===== config.mk =====
export PLATFORM = sky130hd
export DESIGN_NAME = booth_mul_seq
export DESIGN_NICKNAME = d
export VERILOG_FILES = /design/src/rtl/booth_mul_seq.sv
export SDC_FILE = /design/constraint.sdc
export NUM_CORES = 1
export LEC_CHECK = 0
export ABC_CLOCK_PERIOD_IN_PS = 1410
export CORE_ASPECT_RATIO = 0.5
export CORE_UTILIZATION = 41
export CTS_BUF_LIST = sky130_fd_sc_hd__clkbuf_16
export CTS_CLUSTER_SIZE = 14
export DETAILED_ROUTE_END_ITERATION = 8
export PLACE_DENSITY = 0.8
export SYNTH_ARGS = -nofsm -noshare
export SYNTH_HDL_FRONTEND = slang
export SYNTH_SLANG_ARGS = --single-unit

===== constraint.sdc =====
create_clock -name clock -period 1.41 [get_ports clock]
set_input_delay 0.2115 -clock clock [delete_from_list [all_inputs] [get_ports clock]]
set_output_delay 0.2115 -clock clock [all_outputs]
set_load 0.05 [all_outputs]

===== src/rtl/booth_mul_seq.sv =====
// Sequential radix-2 Booth signed multiplier. Each RUN cycle drives the shared
// external adder once and shifts {A,Q,q_1} right by one.
module booth_mul_seq #(
    parameter int WIDTH = 32
) (
    input  logic             clock,
    input  logic             clear,
    input  logic             start,
    input  logic [WIDTH-1:0] multiplicand,
    input  logic [WIDTH-1:0] multiplier,
    output logic             busy,
    output logic             done,
    output logic [WIDTH-1:0] product_hi,
    output logic [WIDTH-1:0] product_lo,
    output logic [WIDTH-1:0] add_a,
    output logic [WIDTH-1:0] add_b,
    output logic             add_cin,
    input  logic [WIDTH-1:0] add_sum,
    input  logic             add_cout
);

    localparam int CW = $clog2(WIDTH + 1);

    localparam logic [1:0] ST_IDLE = 2'd0;
    localparam logic [1:0] ST_RUN  = 2'd1;
    localparam logic [1:0] ST_DONE = 2'd2;

    logic [1:0]       state_reg;
    logic [WIDTH-1:0] a_reg;
    logic [WIDTH-1:0] q_reg;
    logic [WIDTH-1:0] m_reg;
    logic             q1_reg;
    logic [CW-1:0]    count_reg;
    logic [WIDTH-1:0] hi_reg;
    logic [WIDTH-1:0] lo_reg;

    logic             run;
    logic             sel_add;
    logic             sel_sub;
    logic             sign_next;
    logic [WIDTH-1:0] a_next;
    logic [WIDTH-1:0] q_next;

    assign run     = (state_reg == ST_RUN);
    assign sel_add = run & ~q_reg[0] &  q1_reg;
    assign sel_sub = run &  q_reg[0] & ~q1_reg;

    // Subtraction is A + ~M + 1, so operand B is M, ~M or zero per bit.
    generate
        for (genvar gi = 0; gi < WIDTH; gi++) begin : g_add_b
            assign add_b[gi] = (sel_add & m_reg[gi]) | (sel_sub & ~m_reg[gi]);
        end
    endgenerate

    assign add_a   = run ? a_reg : '0;
    assign add_cin = sel_sub;

    // Sign of the (WIDTH+1)-bit sum keeps M = -2^(WIDTH-1) exact.
    assign sign_next = add_a[WIDTH-1] ^ add_b[WIDTH-1] ^ add_cout;
    assign a_next    = {sign_next, add_sum[WIDTH-1:1]};
    assign q_next    = {add_sum[0], q_reg[WIDTH-1:1]};

    always_ff @(posedge clock) begin
        if (clear) begin
            state_reg <= ST_IDLE;
            a_reg     <= '0;
            q_reg     <= '0;
            m_reg     <= '0;
            q1_reg    <= 1'b0;
            count_reg <= '0;
            hi_reg    <= '0;
            lo_reg    <= '0;
        end else begin
            case (state_reg)
                ST_IDLE: begin
                    if (start) begin
                        m_reg     <= multiplicand;
                        q_reg     <= multiplier;
                        a_reg     <= '0;
                        q1_reg    <= 1'b0;
                        count_reg <= CW'(WIDTH);
                        state_reg <= ST_RUN;
                    end
                end
                ST_RUN: begin
                    a_reg     <= a_next;
                    q_reg     <= q_next;
                    q1_reg    <= q_reg[0];
                    count_reg <= count_reg - CW'(1);
                    if (count_reg == CW'(1)) begin
                        hi_reg    <= a_next;
                        lo_reg    <= q_next;
                        state_reg <= ST_DONE;
                    end
                end
                ST_DONE: state_reg <= ST_IDLE;
                default: state_reg <= ST_IDLE;
            endcase
        end
    end

    assign busy       = (state_reg != ST_IDLE);
    assign done       = (state_reg == ST_DONE);
    assign product_hi = hi_reg;
    assign product_lo = lo_reg;

endmodule


==> metrics.md, run 1 <==
| Metric | Value |
|---|---|
| Hpwl dp | `14,800 microns` |
| Largest area contributor in the netlist | `dfxtp_1` |
| Ys Warns | `0` |
| CTS max path bufs | `2` |
| Initial core utilization | `42.6%` |
| Worst EP post-GRT repair | `add_b[1]` |
| CTS root buffer | `clkbuf_16` |
| Top cells by area, synth | `dfxtp_1 (51%), nand2_1 (16%), a21oi_1 (12%), a22oi_1 (3.6%), and2_1 (3.0%)` |
| Cells after Synth | `868` |
| Unique masters post-synth | `38` |
| Worst EP Category | `primary output` |
| GP Congestion | `0.822` |
| Post-synth ARST share | `0%` |
| Main flop type after synthesis | `dfxtp_1` |
| Share of the synthesized area in the top cell type | `50.7%` |
| Top cell types by occurrence after synthesis | `nand2_1 (287), dfxtp_1 (169), a21oi_1 (163), clkbuf_1 (39), nand3_1 (35)` |
| Number of synthesized flops with an enable pin | `0` |
| Stopped at | `5_1_grt` |
| Mapped Area | `0.00667 sq mm` |
| Error | `[ERROR DPL-0038] Utilization greater than 100%, impossible to legalize` |
| I/O pins | `231` |
| Share of the yosys chip area belonging to registers | `50.7%` |
| Avg Cell Area, Syn | `7.68 sq um` |
| Status | `did not finish` |
| Site Rows | `32` |
| Syn_nets | `970` |
| Cts bufs inserted | `17` |
| Clock Sinks | `169` |
| Most frequent cell after synthesis | `nand2_1` |
| Die height | `92.2 microns` |
| PortBufs | `230` |
| Seq cells post-synth | `169` |
| Pin count of the biggest net entering global routing | `47` |
| Die Span X | `182 microns` |
| Hold bufs inserted after CTS | `0` |
| Htree depth | `4` |
## cells by family after synthesis
logic type               synth area share, %
AO/OA/AOI/OAI                           19.3
adder cells (fa/ha/maj)                0.375
buffers and inverters                   4.84
flip-flops                              50.7
multiplexers                           0.169
AND/OR/NAND/NOR                         24.6
## what timing repair did
| item | in CTS |
|---|---|
| endpoints found under the setup margin | 233 |
| endpoints found under the hold margin | 0 |
| buffers inserted | 51 |
| cloned | 34 |
| pin swaps | 166 |
| resized for setup | 364 |
## per-stage QoR
stage	hold WS [ns]	setup slack, ns	TNS [ns]	std cells	instance area [sq um]
3_3_place_gp	0.447	-0.359	-43.89	1286	11100
2_1_floorplan	0.347	-0.122	-3.56	868	7150
4_1_cts	0.122	-0.604	-99.03	1400	14400
3_5_place_dp	0.455	-0.400	-52.51	1286	11100
==> inputs of run 2 (changes only) <==
==> config.mk (replaced) <==
export PLATFORM = sky130hd
export DESIGN_NAME = booth_mul_seq
export DESIGN_NICKNAME = d
export VERILOG_FILES = /design/src/rtl/booth_mul_seq.sv
export SDC_FILE = /design/constraint.sdc
export NUM_CORES = 1
export LEC_CHECK = 0
export ABC_CLOCK_PERIOD_IN_PS = 1800
export CORE_UTILIZATION = 36
export DETAILED_ROUTE_END_ITERATION = 8
export PLACE_DENSITY_LB_ADDON = 0.15
export SYNTH_ARGS = -nofsm -noshare
export SYNTH_HDL_FRONTEND = slang
export SYNTH_SLANG_ARGS = --single-unit
==> constraint.sdc (replaced) <==
create_clock -name clock -period 1.8 [get_ports clock]
set_input_delay 0.27 -clock clock [delete_from_list [all_inputs] [get_ports clock]]
set_output_delay 0.27 -clock clock [all_outputs]
set_load 0.05 [all_outputs]
==> run 2 against run 1 <==
Net effect: the flow now finishes, with violations (design-rule violations, negative setup slack); area after synthesis unchanged; synthesized cell count stayed put.
==> metrics.md, run 2 <==
| Metric | Value |
|---|---|
| CTS root buffer | `clkbuf_16` |
| Most common cell after layout, fill and taps aside | `nand2_1` |
| R2R Setup Slk | `0.06 ns` |
| Type of origin of the critical path | `flip-flop` |
| # setup viols final | `63` |
| Status | `complete, but fails checks` |
| First-pass GRT wire length | `32,800 microns` |
| Clock Skews | `0.00835 ns` |
| CTS tree | `yes` |
| Cells after Synth | `868` |
| Violated checks | `design-rule violations, negative setup slack` |
| Die area | `0.0191 sq mm` |
| Post-synth ARST share | `0%` |
| Fmax | `0.492 GHz` |
| Site Rows | `49` |
| CTS max path bufs | `2` |
| Sequential standard cell area | `0.00339 sq mm` |
| Leak pwr | `4.54 nW` |
| Ant diodes | `0` |
| Wirelength per Cell | `15.8 microns` |
| DRT Pass-1 Iters | `7` |
| Remaining Overflow, GRT | `0` |
| Clk pin slew, worst setup/hold paths | `0.07 ns` |
| Final ANT Viol Nets | `0` |
| Top cell types by occurrence after synthesis | `nand2_1 (287), dfxtp_1 (169), a21oi_1 (163), clkbuf_1 (39), nand3_1 (35)` |
| Synth-to-Final Area Change | `71.5%` |
| Arr. time, crit path | `1.76 ns` |
| Fin nets | `1,211` |
| Multi-input combinational cell area | `0.00339 sq mm` |
| Worst setup margin | `-0.233 ns` |
| Worst Path Max Fanout | `8` |
| DRC viols | `32` |
| Initial antenna violation count | `0` |
| Filler Cell Count | `1,573` |
| Number of max-cap violations | `0` |
| GRT Util Overall | `21.4%` |
| Unique masters post-synth | `38` |
| Syn_nets | `970` |
| Share of the yosys chip area belonging to registers | `50.7%` |
| Seq cells post-synth | `169` |
| Mapped Area | `0.00667 sq mm` |
| Initial core utilization | `36.9%` |
| Vias in the first global route | `6,242` |
| Peak supply drop | `0.000668 V` |
| Number of synthesized flops with an enable pin | `0` |
| Layout cells sized above 1 | `24.8%` |
| Cts bufs inserted | `17` |
| Req. time, crit path | `1.53 ns` |
| Final Hold Fails | `0` |
| Hpwl dp | `13,000 microns` |
| Die Span X | `138 microns` |
| I/O pins | `231` |
| PortBufs | `230` |
| Core area | `0.0181 sq mm` |
| Routed WL | `21,400 microns` |
| Die height | `138 microns` |
| Final Util | `63.2%` |
| WHS | `0.338 ns` |
| Slew Viols, Final | `0` |
| Ys Warns | `0` |
| Fin crit share | `113%` |
| Htree depth | `4` |
| Most frequent cell after synthesis | `nand2_1` |
| Vias/cell | `5.08` |
| GP Congestion | `0.768` |
| Hold bufs inserted after CTS | `0` |
| Rel. slew slack | `61.9%` |
| Crit Path Class | `flip-flop to output port` |
| Unrepaired setup endpoints after global routing | `yes` |
| DR vias | `6,867` |
| Least-Margin Pin Slew | `0.572 ns` |
| Most frequent cells in the layout | `nand2_1 (263), dfxtp_1 (167), a21oi_1 (161)` |
| Top cells by area, synth | `dfxtp_1 (51%), nand2_1 (16%), a21oi_1 (12%), a22oi_1 (3.6%), and2_1 (3.0%)` |
| Clock Sinks | `169` |
| Minimum clock period | `2.03 ns` |
| Setup crit end kind | `output port` |
| Pwr dens | `809 mW/mm^2` |
| Pin count of the biggest net entering global routing | `47` |
| Avg Cell Area, Syn | `7.68 sq um` |
| Worst hold path type | `primary input to flip-flop` |
| Largest area contributor in the netlist | `dfxtp_1` |
| Share of the synthesized area in the top cell type | `50.7%` |
| Clk_lat worst skew | `0.42 ns` |
| 1st-iter DRT viols | `328` |
| Main flop type after synthesis | `dfxtp_1` |
-- run 2: cell counts after synthesis --
Identical to the previous run, type by type.
-- run 2: layer usage --
| metal | vias up | GRT usage [%] | part of all wire [%] |
|---|---|---|---|
| met5 | - | 0 | 0 |
| met4 | 0 | 6.74 | 1.2 |
| met3 | 22 | 4.68 | 6.0 |
| met2 | 195 | 35.6 | 49 |
| met1 | 3270 | 27.7 | 44 |
| li1 | 3380 | - | - |
-- run 2: worst paths after layout --
path / start / depth (start not counted) / to
hold / removal: clear / 2 / count_reg[0]
setup reg to reg: state_reg[0] / 9 / product_lo[26]
setup / recovery: state_reg[1] / 7 / add_b[22]
hold reg to reg: product_hi[5] / 2 / product_hi[5]
-- run 2: cell type report --
cell class | count | area share [%]
Clock buffer | 17 | 3.72
Clock inverter | 15 | 1.25
Inverter | 4 | 0.153
Multi-Input combinational cell | 623 | 29.6
Sequential cell | 169 | 29.6
Tap cell | 229 | 2.50
Timing Repair Buffer | 294 | 33.2
-- run 2: cells by family after synthesis --
logic type	count (synthesis)	synth area share [%]
buffers and inverters	76	4.84
AO/OA/AOI/OAI	236	19.3
adder cells (fa/ha/maj)	2	0.375
AND/OR/NAND/NOR	384	24.6
flip-flops	169	50.7
multiplexers	1	0.169
-- run 2: worst max-delay path, stage by stage, from the launching register on --
cell and delay (ns):
dfxtp_2 0.34, nand2b_4 0.15, nor3b_4 0.19, buf_6 0.18, clkbuf_16 0.17, nand2_2 0.08
o21ai_4 0.08, buf_12 0.15
-- run 2: what timing repair did --
action	in CTS	in global routing
pin swaps	20	13
gates resized for setup	135	57
cloned	5	6
setup endpoints to repair	121	128
setup buffers	8	12
-- run 2: power breakdown --
part	internal, mW	switching, mW
Combinational	0.795	0.841
Sequential	3.92	0.146
Clock	1.93	1.62
-- run 2: through the flow --
stage	TNS [ns]	instance area, sq um	setup slack, ns	total power, mW	std cells
3_3_place_gp	-0.0205	10000	-0.00914	5.52	1289
6_report	-9.35	11400	-0.233	9.25	1351
2_1_floorplan	-4.82	6670	-0.162	4.84	868
3_5_place_dp	-0.558	10000	-0.0348	5.54	1289
5_1_grt	-13.43	11400	-0.293	9.63	1351
4_1_cts	-8.31	11000	-0.220	9.25	1334
Note: power is estimated with default switching activity, not from simulation.
==> patch (flow settings as in run 2) <==
The parameter `WIDTH` goes from 32 to 64.
--- a/src/rtl/booth_mul_seq.sv
+++ b/src/rtl/booth_mul_seq.sv
@@ -3,3 +3,3 @@
 module booth_mul_seq #(
-    parameter int WIDTH = 32
+    parameter int WIDTH = 64
 ) (
Ports: changed (7 resized); port bits go from 231 to 455. The function was not compared with the original's and may differ.
==> patch against run 2 <==
  * The flow finishes with violations (setup timing)
  * Area after synthesis increased by 95%
  * Sequential power up 97%
  * Final area grew 120%
  * Power increased by 110%
  * Combinational power is 130% higher
  * Wire length rose to 2.6 times the old value
  * Sequential cell count rose by 161
  * Setup slack got worse by 230 ps
  * Critical endpoint is now add_b[53]
  * Largest cell class unchanged
  * Largest power group unchanged
==> patch: results <==
logic_synthesis:
  syn_nets: 1882
  synth.area.top_cells: "dfxtp_1 (51%), nand2_1 (17%), a21oi_1 (12%)"
  synth_seq_area_share_pct: 50.9
  ys_types: 34
  synth_common_cells: "nand2_1 (579), dfxtp_1 (330), a21oi_1 (322), clkbuf_1 (74), nand3_1 (68)"
place:
  dpl-instance-area_sq_um: 20000
  dpl.hpwl_mm: 30.6
  gp_congestion: 0.832
  pre_cts_slack_ps: 5.19
grt:
  grt_pass1_vias: 12635
  grt_first_pass_wirelength_mm: 70.6
  track_usage_pct: 24.2
  grt_max_degree: 76
  grt_antenna_before_repair: 3
cts:
  h-tree-depth: 2
  root_buffer: "clkbuf_16"
  clkLatencyLatePin_ps: 520
  cts.clk_slew.worst_paths_ps: 60
  numCtsBuffers: 38
outcome:
  violations: "setup timing"
  status: "finished, violations left"
sta:
  skew_ps: 21.9
  worst_pin_slew_ps: 591
  finalSetupTns_ps: -68050
  finalSetupViolCount: 287
  fin_ws_ps: -467
routing:
  drt_iter0_markers: 776
  wire_per_inst_um: 21.1
  drtPass1Iterations: 5
  routed-wl-met2_mm: 28.1
  wl_met1_mm: 22.0
  met3_length_mm: 4.22
cells_and_area:
  fillCellCount: 2601
  finalNetCount: 2385
  drive_gt1_share_pct: 39.0
pwr:
  peakVddDrop_mv: 0.616
  p_leak_uw: 0.0104
critical_path:
  critPathMaxFanout: 8
  worstPathArrival_ps: 2000
patch: cell count changes in the layout (fill, tap and decap cells not counted), sizes merged, moves of 33 or more:
cell,change
nand2,+292
dfxtp,+161
clkdlybuf4s50,+96
clkbuf,+63
nand3,+33
buf,+166
a21oi,+159
patch: final cells by class:
| class | count | area, sq um | area share (%) |
|---|---|---|---|
| diodes | 4 | 10.0 | 0.0401 |
| well taps | 461 | 577 | 2.31 |
| multi-input cells | 1207 | 8170 | 32.7 |
| repair buffers | 607 | 8400 | 33.7 |
| clock inverters | 11 | 67.6 | 0.271 |
| inverters | 3 | 23.8 | 0.0953 |
| flip-flops and latches | 330 | 6620 | 26.5 |
| clock buffers | 52 | 1100 | 4.40 |
patch: path summary, 6_finish.rpt:
check / startpoint / end / slack [ps] / cells after the start
worst max-delay path: state_reg[1] / add_b[53] / -470 / 8
worst min register to register: product_lo[31] / product_lo[31] / 450 / 2
worst min-delay path: clear / q_reg[54] / 180 / 2
worst max register to register: state_reg[0] / product_hi[20] / -270 / 11
patch: repair_timing:
action                     CTS  global route
resized for setup          216           495
setup buffers               16            30
setup endpoints to repair  208           296
pin swaps                   14           275
gates cloned                10            50
hold endpoints to repair     0             0
patch: where the power goes:
part / switching (uW) / internal, uW / leakage, uW / total (uW)
clock: 3070 / 4260 / 0.000573 / 7330
combinational: 1940 / 1770 / 0.00717 / 3700
sequential: 367 / 7640 / 0.00269 / 8010
patch: cells by family (layout without fill, tap and decap cells):
group	after synthesis	after routing	synth area share, %
compound gates	456	456	18.9
flops	330	330	50.9
xor+xnor	1	1	0.183
mux	3	3	0.251
simple gates	745	745	24.0
fa+ha+maj	2	2	0.193
buf+inv	147	673	5.57
other cells	0	4	0
patch: critical path, cell delays in order (launching register included):
cell and delay (ps):
dfxtp_4 360, nand2b_4 150, nor3b_4 210, buf_6 160, buf_12 120, buf_16 160, nand2_4 70, o21ai_4 80
buf_12 160
patch: routing by layer:
layer  GRT usage [%]  vias up
met3            5.81      125
met1            29.8     6907
met5               0        -
met4            9.31        0
met2            40.7      570
li1                -     6627
patch: metrics by stage:
| stage | hold slack (ps) | power, uW | cells | util, % |
|---|---|---|---|---|
| 2_1_floorplan | 406 | 9500 | 1684 | - |
| 3_3_place_gp | 441 | 10900 | 2509 | 56.4 |
| 3_5_place_dp | 447 | 10900 | 2509 | 56.4 |
| 4_1_cts | 170 | 18400 | 2598 | 61.8 |
| 5_1_grt | 201 | 19700 | 2674 | 70.3 |
| 6_report | 180 | 19000 | 2675 | 70.3 |
